### config.mk
export PLATFORM = sky130hd
export DESIGN_NAME = irq_ctrl
export DESIGN_NICKNAME = d
export VERILOG_FILES = /design/src/rtl/proc_pkg.sv /design/src/rtl/pin_sync.sv /design/src/rtl/irq_ctrl.sv
export SDC_FILE = /design/constraint.sdc
export NUM_CORES = 1
export LEC_CHECK = 0
export CORE_UTILIZATION = 41
export DETAILED_ROUTE_END_ITERATION = 16
export GPL_TIMING_DRIVEN = 0
export PLACE_DENSITY = 0.8
export SYNTH_ARGS = -nofsm -noshare
export SYNTH_HDL_FRONTEND = slang
export SYNTH_SLANG_ARGS = --single-unit
### constraint.sdc
create_clock -name clk -period 1.95 [get_ports clk]
set_clock_uncertainty 0.15 [all_clocks]
set_input_delay 0.4875 -clock clk [delete_from_list [all_inputs] [get_ports clk]]
set_output_delay 0.4875 -clock clk [all_outputs]
set_load 0.005 [all_outputs]
### src/rtl/proc_pkg.sv
// rtl/proc_pkg.sv - shared interrupt kinds, vectors and controller states
package proc_pkg;

    typedef enum logic [1:0] {
        NONE  = 2'd0,
        RESET = 2'd1,
        NMI   = 2'd2,
        IRQ   = 2'd3
    } int_kind_t;

    localparam logic [15:0] NMI_VECTOR   = 16'hFFFA;
    localparam logic [15:0] RESET_VECTOR = 16'hFFFC;
    localparam logic [15:0] IRQ_VECTOR   = 16'hFFFE;

    typedef enum logic [1:0] {
        S_HOLD  = 2'd0,
        S_RESET = 2'd1,
        S_IDLE  = 2'd2
    } irq_state_t;

endpackage

### src/rtl/pin_sync.sv
// rtl/pin_sync.sv - multi-stage pin synchronizer with a reset preset value
module pin_sync #(
    parameter int   STAGES = 2,
    parameter logic PRESET = 1'b1
) (
    input  logic clk,
    input  logic rst,
    input  logic d,
    output logic q
);

    logic [STAGES-1:0] sr;

    always_ff @(posedge clk) begin
        if (rst) begin
            sr <= {STAGES{PRESET}};
        end else begin
            sr <= {sr[STAGES-2:0], d};
        end
    end

    assign q = sr[STAGES-1];

endmodule

### src/rtl/irq_ctrl.sv
// rtl/irq_ctrl.sv - RES/NMI/IRQ front end for the core; optional SO edge detect via IRQ_CTRL_SO_EN
module irq_ctrl
    import proc_pkg::*;
#(
    parameter int SYNC_STAGES     = 2,
    parameter int RES_HOLD_CYCLES = 2
) (
    input  logic        clk,
    input  logic        rst,
    input  logic        RES,
    input  logic        NMI,
    input  logic        IRQ,
    input  logic        i_flag,
    input  logic        req_ack,
`ifdef IRQ_CTRL_SO_EN
    input  logic        SO,
    output logic        so_set,
`endif
    output logic        req_valid,
    output int_kind_t   req_kind,
    output logic [15:0] req_vector,
    output logic        core_hold
);

    localparam int CW = $clog2(RES_HOLD_CYCLES + 1);
    localparam logic [CW-1:0] CNT_SAT = CW'(RES_HOLD_CYCLES);

    logic res_s, nmi_s, irq_s;

    pin_sync #(.STAGES(SYNC_STAGES), .PRESET(1'b1)) u_sync_res (.clk(clk), .rst(rst), .d(RES), .q(res_s));
    pin_sync #(.STAGES(SYNC_STAGES), .PRESET(1'b1)) u_sync_nmi (.clk(clk), .rst(rst), .d(NMI), .q(nmi_s));
    pin_sync #(.STAGES(SYNC_STAGES), .PRESET(1'b1)) u_sync_irq (.clk(clk), .rst(rst), .d(IRQ), .q(irq_s));

    irq_state_t    state, state_next;
    logic [CW-1:0] cnt, cnt_next;
    logic          armed, armed_next;
    logic          hold_enter;
    logic          nmi_prev, nmi_lat, nmi_fall, nmi_clr;
    logic          irq_active;

    always_comb begin
        cnt_next = cnt;
        if (res_s) begin
            cnt_next = '0;
        end else if (cnt != CNT_SAT) begin
            cnt_next = cnt + 1'b1;
        end
    end

    // Hold is entered on the very edge the counter reaches saturation.
    assign hold_enter = !res_s && (cnt_next == CNT_SAT);
    assign nmi_fall   = nmi_prev && !nmi_s;
    assign nmi_clr    = req_ack && (state == S_IDLE) && nmi_lat;
    assign irq_active = !irq_s && !i_flag;

    always_comb begin
        state_next = state;
        unique case (state)
            S_HOLD:  if (res_s && armed) state_next = S_RESET;
            S_RESET: if (req_ack)        state_next = S_IDLE;
            S_IDLE:  state_next = S_IDLE;
            default: state_next = S_HOLD;
        endcase
        if (hold_enter) state_next = S_HOLD;
    end

    // rst counts as an already-registered reset, so the core leaves hold once RES reads high.
    always_comb begin
        armed_next = armed;
        if (hold_enter) begin
            armed_next = 1'b1;
        end else if (state == S_HOLD && state_next == S_RESET) begin
            armed_next = 1'b0;
        end
    end

    always_ff @(posedge clk) begin
        if (rst) begin
            state    <= S_HOLD;
            cnt      <= '0;
            armed    <= 1'b1;
            nmi_prev <= 1'b1;
            nmi_lat  <= 1'b0;
        end else begin
            state    <= state_next;
            cnt      <= cnt_next;
            armed    <= armed_next;
            nmi_prev <= nmi_s;
            nmi_lat  <= nmi_fall || (nmi_lat && !nmi_clr);
        end
    end

    always_comb begin
        core_hold  = 1'b0;
        req_valid  = 1'b0;
        req_kind   = proc_pkg::NONE;
        req_vector = RESET_VECTOR;
        unique case (state)
            S_HOLD: core_hold = 1'b1;
            S_RESET: begin
                req_valid = 1'b1;
                req_kind  = proc_pkg::RESET;
            end
            S_IDLE: begin
                if (nmi_lat) begin
                    req_valid  = 1'b1;
                    req_kind   = proc_pkg::NMI;
                    req_vector = NMI_VECTOR;
                end else if (irq_active) begin
                    req_valid  = 1'b1;
                    req_kind   = proc_pkg::IRQ;
                    req_vector = IRQ_VECTOR;
                end
            end
            default: core_hold = 1'b1;
        endcase
    end

`ifdef IRQ_CTRL_SO_EN
    logic so_s, so_prev;

    pin_sync #(.STAGES(SYNC_STAGES), .PRESET(1'b1)) u_sync_so (.clk(clk), .rst(rst), .d(SO), .q(so_s));

    always_ff @(posedge clk) begin
        if (rst) begin
            so_prev <= 1'b1;
            so_set  <= 1'b0;
        end else begin
            so_prev <= so_s;
            so_set  <= so_prev && !so_s && (state != S_HOLD);
        end
    end
`endif

endmodule

# ---- Yosys cells after proc, flatten, opt, wreduce, memory -nomap -nowiden
# Cells that the tools add are included.
dict set report totals {
  reg_bits 13
  input_bits 7
  output_inout_bits 20
}
dict set report classes {
  addsub 1
  eq_ne 5
  mux 16
  n_reduce_logical 17
}
# operator count
set ops {}
lappend ops {{2-bit two-way mux} 8}
lappend ops {{1-bit logical AND} 8}
lappend ops {{3-bit two-way mux} 2}
lappend ops {{2-bit one-hot mux with 3 select lines} 1}
lappend ops {{1-bit zero test} 5}
lappend ops {{2-bit by 1-bit == test with 1-bit output (second input constant)} 2}
lappend ops {{2-bit == test (second input constant)} 2}
lappend ops {{2-bit one-hot mux with 2 select lines} 1}
lappend ops {{2-bit OR reduction} 2}
lappend ops {{1-bit two-way mux} 3}
lappend ops {{2-bit by 1-bit adder with 2-bit output (second input constant)} 1}
lappend ops {{2-bit zero test} 1}
lappend ops {{2-bit != test (second input constant)} 1}
lappend ops {{1-bit one-hot mux with 2 select lines} 1}
lappend ops {{1-bit logical OR} 1}

# ---- Longest topological paths before layout
# Gate-level depths: netlist of run 1.
dict set report logic_depth {
  ltp_word 8
  depth_mapped 5
}

# ---- Modules after synthesis
# From an unflattened synthesis of run 1, not the netlist that was laid out.
dict set report hier_totals {
  cells_unflattened 74
  hier_area_um2 676.9
}
# module n_inst cells_each area_per_inst_um2
set modules_own_cells {}
lappend modules_own_cells {irq_ctrl 1 62 519.2}
lappend modules_own_cells {pin_sync 3 4 52.6}

# ---- Worst setup path before layout of run 1
# Ideal clock, no wire load.
dict set report synth_path {
  kind {register to output}
  from {reg state[0]}
  to {out req_valid}
  arrival_time_ns 1.014
  required_time_ns 1.312
  slack_ns 0.299
  stages_incl_launch_ff 5
  n_path_buf 0
  path_cell_list {dfxtp_1 -> inv_1 -> ha_1 -> o21a_1 -> o21a_1}
}
dict set report synth_between {
  elab_chain_cells 2
  elab_cells_between_ends 3
  cone_classes {2 x eq/ne; 1 x mux}
}
# element line_no
set synth_rtl {}
lappend synth_rtl {{start: declaration} irq_ctrl.sv:34} ;# irq_state_t state, state_next;
lappend synth_rtl {{start signal: assignment} irq_ctrl.sv:85} ;# state <= state_next;
lappend synth_rtl {{2-bit == test or 2-bit by 1-bit == test with 1-bit output (tied branches)} irq_ctrl.sv:98} ;# unique case (state)
lappend synth_rtl {{1-bit one-hot mux with 2 select lines (*)} irq_ctrl.sv:98}
lappend synth_rtl {{end: declaration} irq_ctrl.sv:19} ;# output logic req_valid,
# Mark *: on every way between the ends. The rest lies on a longest branch, timed or not.

# ---- Worst setup path in the final report of run 1
# Ends and elaborated chain as after synthesis.

==> results of run 1 <==
[cells in the mapped netlist, types with 2 or more instances]
cell and instances:
conb_1 2, o21a_1 3, ha_1 5, nand2_1 3
a31oi_1 2, nor2_1 4, dfxtp_1 13, buf_4 14
nand2b_1 2, or2_2 6, inv_1 7, nor3b_1 3
[registers in the layout, summed over array words and instances (netlist names)]
register,count
state,2
u_sync_nmi.sr,2
nmi_prev,1
cnt,2
u_sync_res.sr,2
armed,1
nmi_lat,1
u_sync_irq.sr,2
[routing by layer]
layer	up-vias	global-route usage (%)	part of all wire (%)
met5	-	0	0
met4	0	11.3	2.6
met3	4	1.29	7.5
met2	26	24.3	47
met1	225	16.5	42
li1	275	-	-
[final timing paths]
kind,start,cells past startpoint,end
worst max-delay path,state[0],5,req_valid
worst min register to register,u_sync_irq.sr[0],1,u_sync_irq.sr[1]
worst min-delay path,u_sync_irq.sr[0],1,u_sync_irq.sr[1]
worst max register to register,state[0],6,armed
[timing repair]
item / CTS / global route
endpoints found under the setup margin: 6 / 5
pin swaps: 4 / 2
buffers inserted: 3 / 0
hold endpoints to repair: 0 / 0
resized for setup: 27 / 3
[kinds of logic after synthesis]
kind of cell               count (synthesis)  share of synthesized area [%]
AOI/OAI and AO/OA                         10                           11.5
other                                      2                           1.13
adders and majority gates                  5                           9.40
and+or+nand+nor                           22                           18.6
buffers and inverters                     22                           20.3
DFF                                       13                           39.1
[final cells by class]
class / count / area, um^2
Clock buffer: 4 / 26.3
Timing Repair Buffer: 15 / 125
Multi-Input combinational cell: 51 / 353
Inverter: 7 / 31.3
Fill cell: 149 / 574
Buffer: 15 / 109
Sequential cell: 13 / 268
Tap cell: 16 / 20.0
[metrics by stage]
| step | power, mW | hold WS, ns | cells | worst slack (ns) |
|---|---|---|---|---|
| final | 0.942 | 0.258 | 121 | 0.0522 |
| after global routing | 1.02 | 0.284 | 121 | -0.0202 |
| after CTS | 0.932 | 0.262 | 121 | 0.0208 |
| after detailed placement | 0.675 | 0.244 | 114 | -0.503 |
| after global placement | 0.667 | 0.240 | 114 | -0.491 |
| after floorplan | 0.556 | 0.233 | 86 | 0.299 |
[power breakdown]
group	total, mW	leakage [nW]	switching, mW	internal [mW]
clock	0.156	0.0150	0.0768	0.0791
combinational	0.442	0.296	0.194	0.248
sequential	0.344	0.109	0.0322	0.312
[worst max-delay path, delay by kind of cell (launching register included)]
family,cells,cell delay (ns)
adders and majority gates,1,0.17
AOI/OAI and AO/OA,2,0.30
DFF,1,0.36
buffers and inverters,2,0.17
==> results.yml, run 1 <==
cts:
  hold_buffers: 0
  cts_tree: "done"
  path_clk_slew_ns: 0.07
  clock-sinks: 13
  cts-buffers-inserted: 3
  insertion_delay_ns: 0.26
  cts_root_buffer: "clkbuf_4"
  clk_path_buf_depth: 2
  htree_levels: 1
worst_setup_path:
  cp_max_fo: 6
  cp_cell_sequence: "inv_4 > ha_4 > o21a_1 > o21a_1 > buf_2"
  crit_slowest_cell: "dfxtp_4"
  critical_path_class: "reg2out"
  worstPathArrival_ns: 1.26
  critPathMaxStageDelay_ns: 0.36
  crit_required_ns: 1.31
  cpMostUsedCell: "o21a_1"
  crit_path_end_kind: "output port"
  ff2ff_setup_slack_ns: 0.07
  critPathLaunchType: "flop"
grt:
  grt_antenna_before_repair: 0
  grt_pass1_vias: 472
  grt_overflow: 0
  grt_max_degree: 11
  grt_pass1_wl_mm: 1.95
  grt_util_all_layers_pct: 14.4
placed_design:
  placed_area_um2: 851
  io_buffers: 12
  place_congestion: 0.692
  dpl.hpwl_um: 781
die:
  die-area_um2: 1790
  initial_utilization_pct: 44.2
  die_w_um: 42.3
  rows: 14
  core-area_um2: 1510
  pin_count: 27
  die-height_um: 42.3
logic_synthesis:
  seq_area_frac_synth_pct: 39.1
  synth_top_area_share_pct: 39.1
  synthCells: 74
  synth_top_area_cell: "dfxtp_1"
  avgSynthCellArea_um2: 9.00
  yosys_warnings: 0
  synthArstFlopShare_pct: 0
  synth_cell_types: 22
  syn-cell-area_um2: 666
  synthTopCellsByArea: "dfxtp_1 39%, buf_4 16%, ha_1 9.4%, or2_2 5.6%, inv_1 3.9%"
  synth.ff_latch_count: 13
  synth-edff-count: 0
  yosys_most_used_dff: "dfxtp_1"
route:
  final_antenna_net_count: 0
  finalWirelength_mm: 1.06
  firstDrtPassIters: 3
  vias_per_cell: 4.38
  vias: 530
  drt_iter0_drc: 8
  drc: 0
  wire_per_inst_um: 8.72
sta:
  period_needed_ns: 1.90
  rsz0062_at_grt: "true"
  slew_viol_final: 0
  finalHoldViolCount: 0
  fmax_mhz: 527
  fin_tns_setup_ns: 0
  fin_crit_sh_pct: 97.3
  final-setup-viol-count: 0
finish:
  nNetsFinal: 118
  mostFrequentLayoutCells: "17 x buf_4, 14 x conb_1, 11 x dfxtp_1, 6 x or2_2"
  diodes: 0
  drive_gt1_share_pct: 34.3
  final_cell_area_um2: 932
  fin_util_pct: 61.9
  syn2layout_area_growth_pct: 40.0
  layout_commonest_cell: "buf_4"
power_and_ir_drop:
  vdd_drop_max_mv: 0.578
  leakage_nw: 0.420
  power.density_nw_per_um2: 1010
hold_path:
  hp-class: "reg2reg"
job:
  drv_cap: 0
outcome:
  status: "finished clean"
Power figures use the tool's default switching activity.
==> run 2, diff against run 1 <==
--- a/config.mk
+++ b/config.mk
@@ -8,7 +8,7 @@
 export CORE_UTILIZATION = 41
 export DETAILED_ROUTE_END_ITERATION = 16
 export GPL_TIMING_DRIVEN = 0
-export PLACE_DENSITY = 0.8
+export PLACE_DENSITY = 0.86
 export SYNTH_ARGS = -nofsm -noshare
 export SYNTH_HDL_FRONTEND = slang
 export SYNTH_SLANG_ARGS = --single-unit
==> run 2 against run 1 <==
  * The run now ends with setup timing left
  * Sequential power shrank 3%
  * Maximum frequency shrank 3.3%
  * Clock-buffer cell count is the same
  * First-iteration DRC count shrank 63%
  * Non-clock buffer count grew 2
  * Final area grew 0.54%
  * Core utilization grew 0.33 points
  * Critical path depth is the same
  * Critical path type unchanged
  * Largest cell class unchanged
  * Highest routed layer is now met3
==> results.yml, run 2 (synthesized netlist as in run 1, its figures left out) <==
power_and_ir_drop:
  leakage_nw: 0.432
  power.density_nw_per_um2: 1010
  p_total_mw: 0.946
  vdd_drop_max_mv: 0.618
worst_setup_path:
  rr_worst_depth: 5
  crit_path_end_kind: "output port"
  cp_num_buf_inv: 2
  worstPathArrival_ns: 1.33
  crit_slowest_cell: "dfxtp_4"
  critPathLaunchType: "flop"
  critical_path_class: "reg2out"
  cp_max_fo: 5
  critPathMaxStageDelay_ns: 0.35
  cpMostUsedCell: "o21a_1"
  cp_top_family: "flip-flops"
  crit_required_ns: 1.31
  path_depth: 5
  cp_cell_sequence: "buf_6 > ha_4 > o21a_1 > o21a_1 > buf_2"
  ff2ff_setup_slack_ns: 0.20
grt:
  grt_util_all_layers_pct: 13.8
  grt_antenna_before_repair: 0
  grt_pass1_vias: 483
  grt_overflow: 0
  grt_pass1_wl_mm: 1.94
  grt_max_degree: 11
sta:
  fmax_mhz: 510
  hold_ws_ns: 0.261
  finalHoldViolCount: 0
  fin_crit_sh_pct: 101
  final-setup-viol-count: 1
  period_needed_ns: 1.96
  rsz0062_at_grt: "true"
  slew_viol_final: 0
  setup_ws_ns: -0.0126
hold_path:
  hold-path-cell-count: 1
  hp-class: "reg2reg"
route:
  final_antenna_net_count: 0
  drc: 0
  vias: 511
  vias_per_cell: 4.15
  wire_per_inst_um: 9.13
  firstDrtPassIters: 4
  drt_iter0_drc: 3
  finalWirelength_mm: 1.12
die:
  die_w_um: 42.3
  die-area_um2: 1790
  initial_utilization_pct: 44.2
  die-height_um: 42.3
  core-area_um2: 1510
  pin_count: 27
  rows: 14
finish:
  fin_util_pct: 62.2
  final_cell_area_um2: 937
  mostFrequentLayoutCells: "18 x buf_4, 14 x conb_1, 11 x dfxtp_1, 6 x or2_2"
  diodes: 0
  layout_commonest_cell: "buf_4"
  syn2layout_area_growth_pct: 40.8
  drive_gt1_share_pct: 37.4
  nNetsFinal: 120
placed_design:
  placed_area_um2: 851
  place_congestion: 0.735
  pre_cts_ws_ns: -0.513
  io_buffers: 12
  dpl.hpwl_um: 807
cts:
  cts_tree: "done"
  cts-buffers-inserted: 3
  clk_path_buf_depth: 2
  cts_root_buffer: "clkbuf_4"
  clock-sinks: 13
  path_clk_slew_ns: 0.07
  htree_levels: 1
  insertion_delay_ns: 0.26
outcome:
  failed_checks: "setup timing"
  status: "finished, violations left"
job:
  drv_cap: 0
[run 2: cell count changes in the layout (fill, tap and decap cells not counted), sizes merged]
cell / previous run / this run
dlygate4sd2: 2 / 1
clkdlybuf4s15: 2 / 1
buf: 20 / 22
clkbuf: 5 / 7
[run 2: repair_timing]
item                                    4_1_cts  5_1_grt
buffers inserted                              5        0
gates cloned                                  0        0
endpoints found under the setup margin        6        6
pin swaps                                     5        1
hold buffers                                  0        0
endpoints found under the hold margin         0        0
resized for setup                            29        4
[run 2: per-layer routing]
metal / GRT usage [%] / up-vias / routed length [um]
met5: 0 / - / 0
met4: 3.75 / 0 / 0
met2: 26.5 / 25 / 535
met3: 3.02 / 0 / 99
met1: 14.7 / 213 / 488
li1: - / 273 / -
[run 2: where the power goes]
group          total [mW]  switching, mW  internal (mW)
combinational       0.457          0.207          0.250
clock               0.158         0.0788         0.0790
sequential          0.332         0.0242          0.308
[run 2: final cells by class]
class / count / area (um^2)
multi-input combinational: 51 / 353
buffer: 15 / 109
timing repair buffer: 17 / 135
inverter: 7 / 28.8
fill: 135 / 569
clock buffer: 4 / 26.3
tap: 16 / 20.0
sequential: 13 / 265
[run 2: worst reg2reg max path, cell delays in order, from the launching register on]
cell	delay, ns
dfxtp_2	0.34
buf_4	0.15
ha_1	0.20
nand2b_1	0.14
a2111o_1	0.38
a211o_1	0.29
[run 2: per-stage QoR]
step                      setup TNS [ns]  std cells
after CTS                        -0.0192        123
after global placement             -1.84        114
after floorplan                        0         86
final                            -0.0126        123
after detailed placement           -2.09        114
after global routing              -0.103        123
[run 2: worst paths after layout]
kind	start	to
hold / removal	u_sync_irq.sr[0]	u_sync_irq.sr[1]
setup reg to reg	state[0]	armed
setup / recovery	state[1]	req_valid
hold reg to reg	u_sync_irq.sr[0]	u_sync_irq.sr[1]
==> run 3, diff against run 2 <==
--- a/config.mk
+++ b/config.mk
@@ -9,6 +9,8 @@
 export DETAILED_ROUTE_END_ITERATION = 16
 export GPL_TIMING_DRIVEN = 0
 export PLACE_DENSITY = 0.86
+export RECOVER_POWER = 50
+export SLEW_MARGIN = 10
 export SYNTH_ARGS = -nofsm -noshare
 export SYNTH_HDL_FRONTEND = slang
 export SYNTH_SLANG_ARGS = --single-unit
==> run 3 against run 2 <==
  * The flow still finishes with violations (setup timing)
  * Sequential power is essentially flat
  * Final cell count is the same
  * First-iteration DRC count is the same
  * Critical endpoint unchanged
==> results.yml, run 3 (synthesized netlist as in run 1, its figures left out) <==
cts:
  insertion_delay_ns: 0.26
  path_clk_slew_ns: 0.07
  htree_levels: 1
  cts-buffers-inserted: 3
  clk_path_buf_depth: 2
  cts_root_buffer: "clkbuf_4"
  cts_tree: "done"
  clock-sinks: 13
  hold_buffers: 0
finish:
  final_cell_area_um2: 937
  fin_util_pct: 62.2
  layout_commonest_cell: "buf_4"
  multiInputGateArea_um2: 353
  nNetsFinal: 120
  drive_gt1_share_pct: 37.4
  fillers: 135
  area.sequential_um2: 265
  mostFrequentLayoutCells: "18 x buf_4, 14 x conb_1, 11 x dfxtp_1, 6 x or2_2, 5 x inv_1"
  syn2layout_area_growth_pct: 40.8
  diodes: 0
  stdcell_count: 123
worst_setup_path:
  critical_path_class: "reg2out"
  ff2ff_setup_slack_ns: 0.20
  crit_path_end_kind: "output port"
  critPathLaunchType: "flop"
  cp_cell_sequence: "buf_6 > ha_4 > o21a_1 > o21a_1 > buf_2"
  cp_top_family: "flip-flops"
  crit_slowest_cell: "dfxtp_4"
  r2r-end: "armed"
  worstPathArrival_ns: 1.33
  cp_max_fo: 5
  cpMostUsedCell: "o21a_1"
  cp_num_buf_inv: 2
  critPathMaxStageDelay_ns: 0.35
  rr_worst_depth: 5
  crit_required_ns: 1.31
  timing.rr.start: "state[0]"
die:
  core-area_um2: 1510
  pin_count: 27
  die-area_um2: 1790
  initial_utilization_pct: 44.2
  rows: 14
  die_w_um: 42.3
  die-height_um: 42.3
power_and_ir_drop:
  sw_frac_of_total_pct: 32.7
  power.density_nw_per_um2: 1010
  intPower_mw: 0.636
  power_switching_mw: 0.309
  vdd_drop_max_mv: 0.618
  seqPwrFrac_pct: 35.1
  power_frac_comb_pct: 48.2
  p_total_mw: 0.946
  pwr-share-clk_pct: 16.7
  leakage_nw: 0.432
grt:
  grt_antenna_before_repair: 0
  grt_pass1_wl_mm: 1.94
  grt_pass1_vias: 483
  grt_overflow: 0
  grt_util_all_layers_pct: 13.8
  grt_max_degree: 11
route:
  vias_per_cell: 4.15
  drt_iter0_drc: 3
  finalWirelength_mm: 1.12
  wire_per_inst_um: 9.13
  final_antenna_net_count: 0
  drc: 0
  vias: 511
  firstDrtPassIters: 4
placed_design:
  place_congestion: 0.735
  io_buffers: 12
  placed_area_um2: 851
  dpl.cell_count: 114
  pre_cts_ws_ns: -0.513
  dpl.hpwl_um: 807
sta:
  slew_viol_final: 0
  fmax_mhz: 510
  final-setup-viol-count: 1
  rsz0062_at_grt: "true"
  setup_ws_ns: -0.0126
  fin_crit_sh_pct: 101
  period_needed_ns: 1.96
  finalHoldViolCount: 0
job:
  drv_cap: 0
hold_path:
  min_from: "u_sync_irq.sr[0]"
  hold-path-cell-count: 1
  hp-class: "reg2reg"
  hold_end: "u_sync_irq.sr[1]"
outcome:
  failed_checks: "setup timing"
  status: "finished, violations left"
==> run 3: cell types whose count changed in the layout (fill, tap and decap cells not counted) <==
cell	previous run	this run
clkdlybuf4s50_1	5	4
dlygate4sd3_1	0	1
==> run 3: power groups by stage <==
stage / Combinational [mW] / Sequential [mW] / Clock (mW)
after floorplan: 0.224 / 0.332 / 0
final: 0.456 / 0.332 / 0.158
after global routing: 0.514 / 0.339 / 0.177
after global placement: 0.327 / 0.337 / 0
after detailed placement: 0.339 / 0.340 / 0
after CTS: 0.430 / 0.331 / 0.160
==> run 3: worst reg2reg max path: stages, from the launching register on <==
cell and delay (ns):
dfxtp_2 0.34, buf_4 0.15, ha_1 0.20, nand2b_1 0.14, a2111o_1 0.38, a211o_1 0.29
==> run 3: how the worst max path moves through the flow <==
stage / from / endpoint / slack, ns / depth (start not counted)
global placement: i_flag / req_kind[1] / -0.48 / 5
finish: state[1] / req_valid / -0.01 / 5
detailed placement: i_flag / req_kind[1] / -0.51 / 5
floorplan: state[0] / req_valid / 0.30 / 4
CTS: state[1] / req_valid / -0.02 / 5
global route: state[1] / req_valid / -0.07 / 5
==> run 3: routing by layer <==
metal  track usage [%]  wire length (um)  vias to the layer above
met2              26.5               534                       25
met4              3.75                 0                        0
met3              3.02                99                        0
li1                  -                 -                      273
met5                 0                 0                        -
met1              14.7               488                      213
==> run 3: area by class of cell <==
type / count / share of cell area, %
Buffer: 15 / 11.6
Clock buffer: 4 / 2.80
Inverter: 7 / 3.07
Multi-Input combinational cell: 51 / 37.7
Sequential cell: 13 / 28.3
Tap cell: 16 / 2.14
Timing Repair Buffer: 17 / 14.4
==> run 3: what timing repair did <==
| item | 4_1_cts | 5_1_grt |
|---|---|---|
| endpoints found under the setup margin | 6 | 6 |
| endpoints found under the hold margin | 0 | 0 |
| gates cloned | 0 | 0 |
| pin swaps | 5 | 1 |
| setup buffers | 5 | 0 |
| resized for setup | 29 | 4 |
==> run 3: stage by stage <==
stage / hold slack, ns / TNS (ns)
floorplan: 0.233 / 0
global placement: 0.243 / -1.84
detailed placement: 0.243 / -2.09
CTS: 0.260 / -0.0192
global route: 0.279 / -0.103
finish: 0.261 / -0.0126
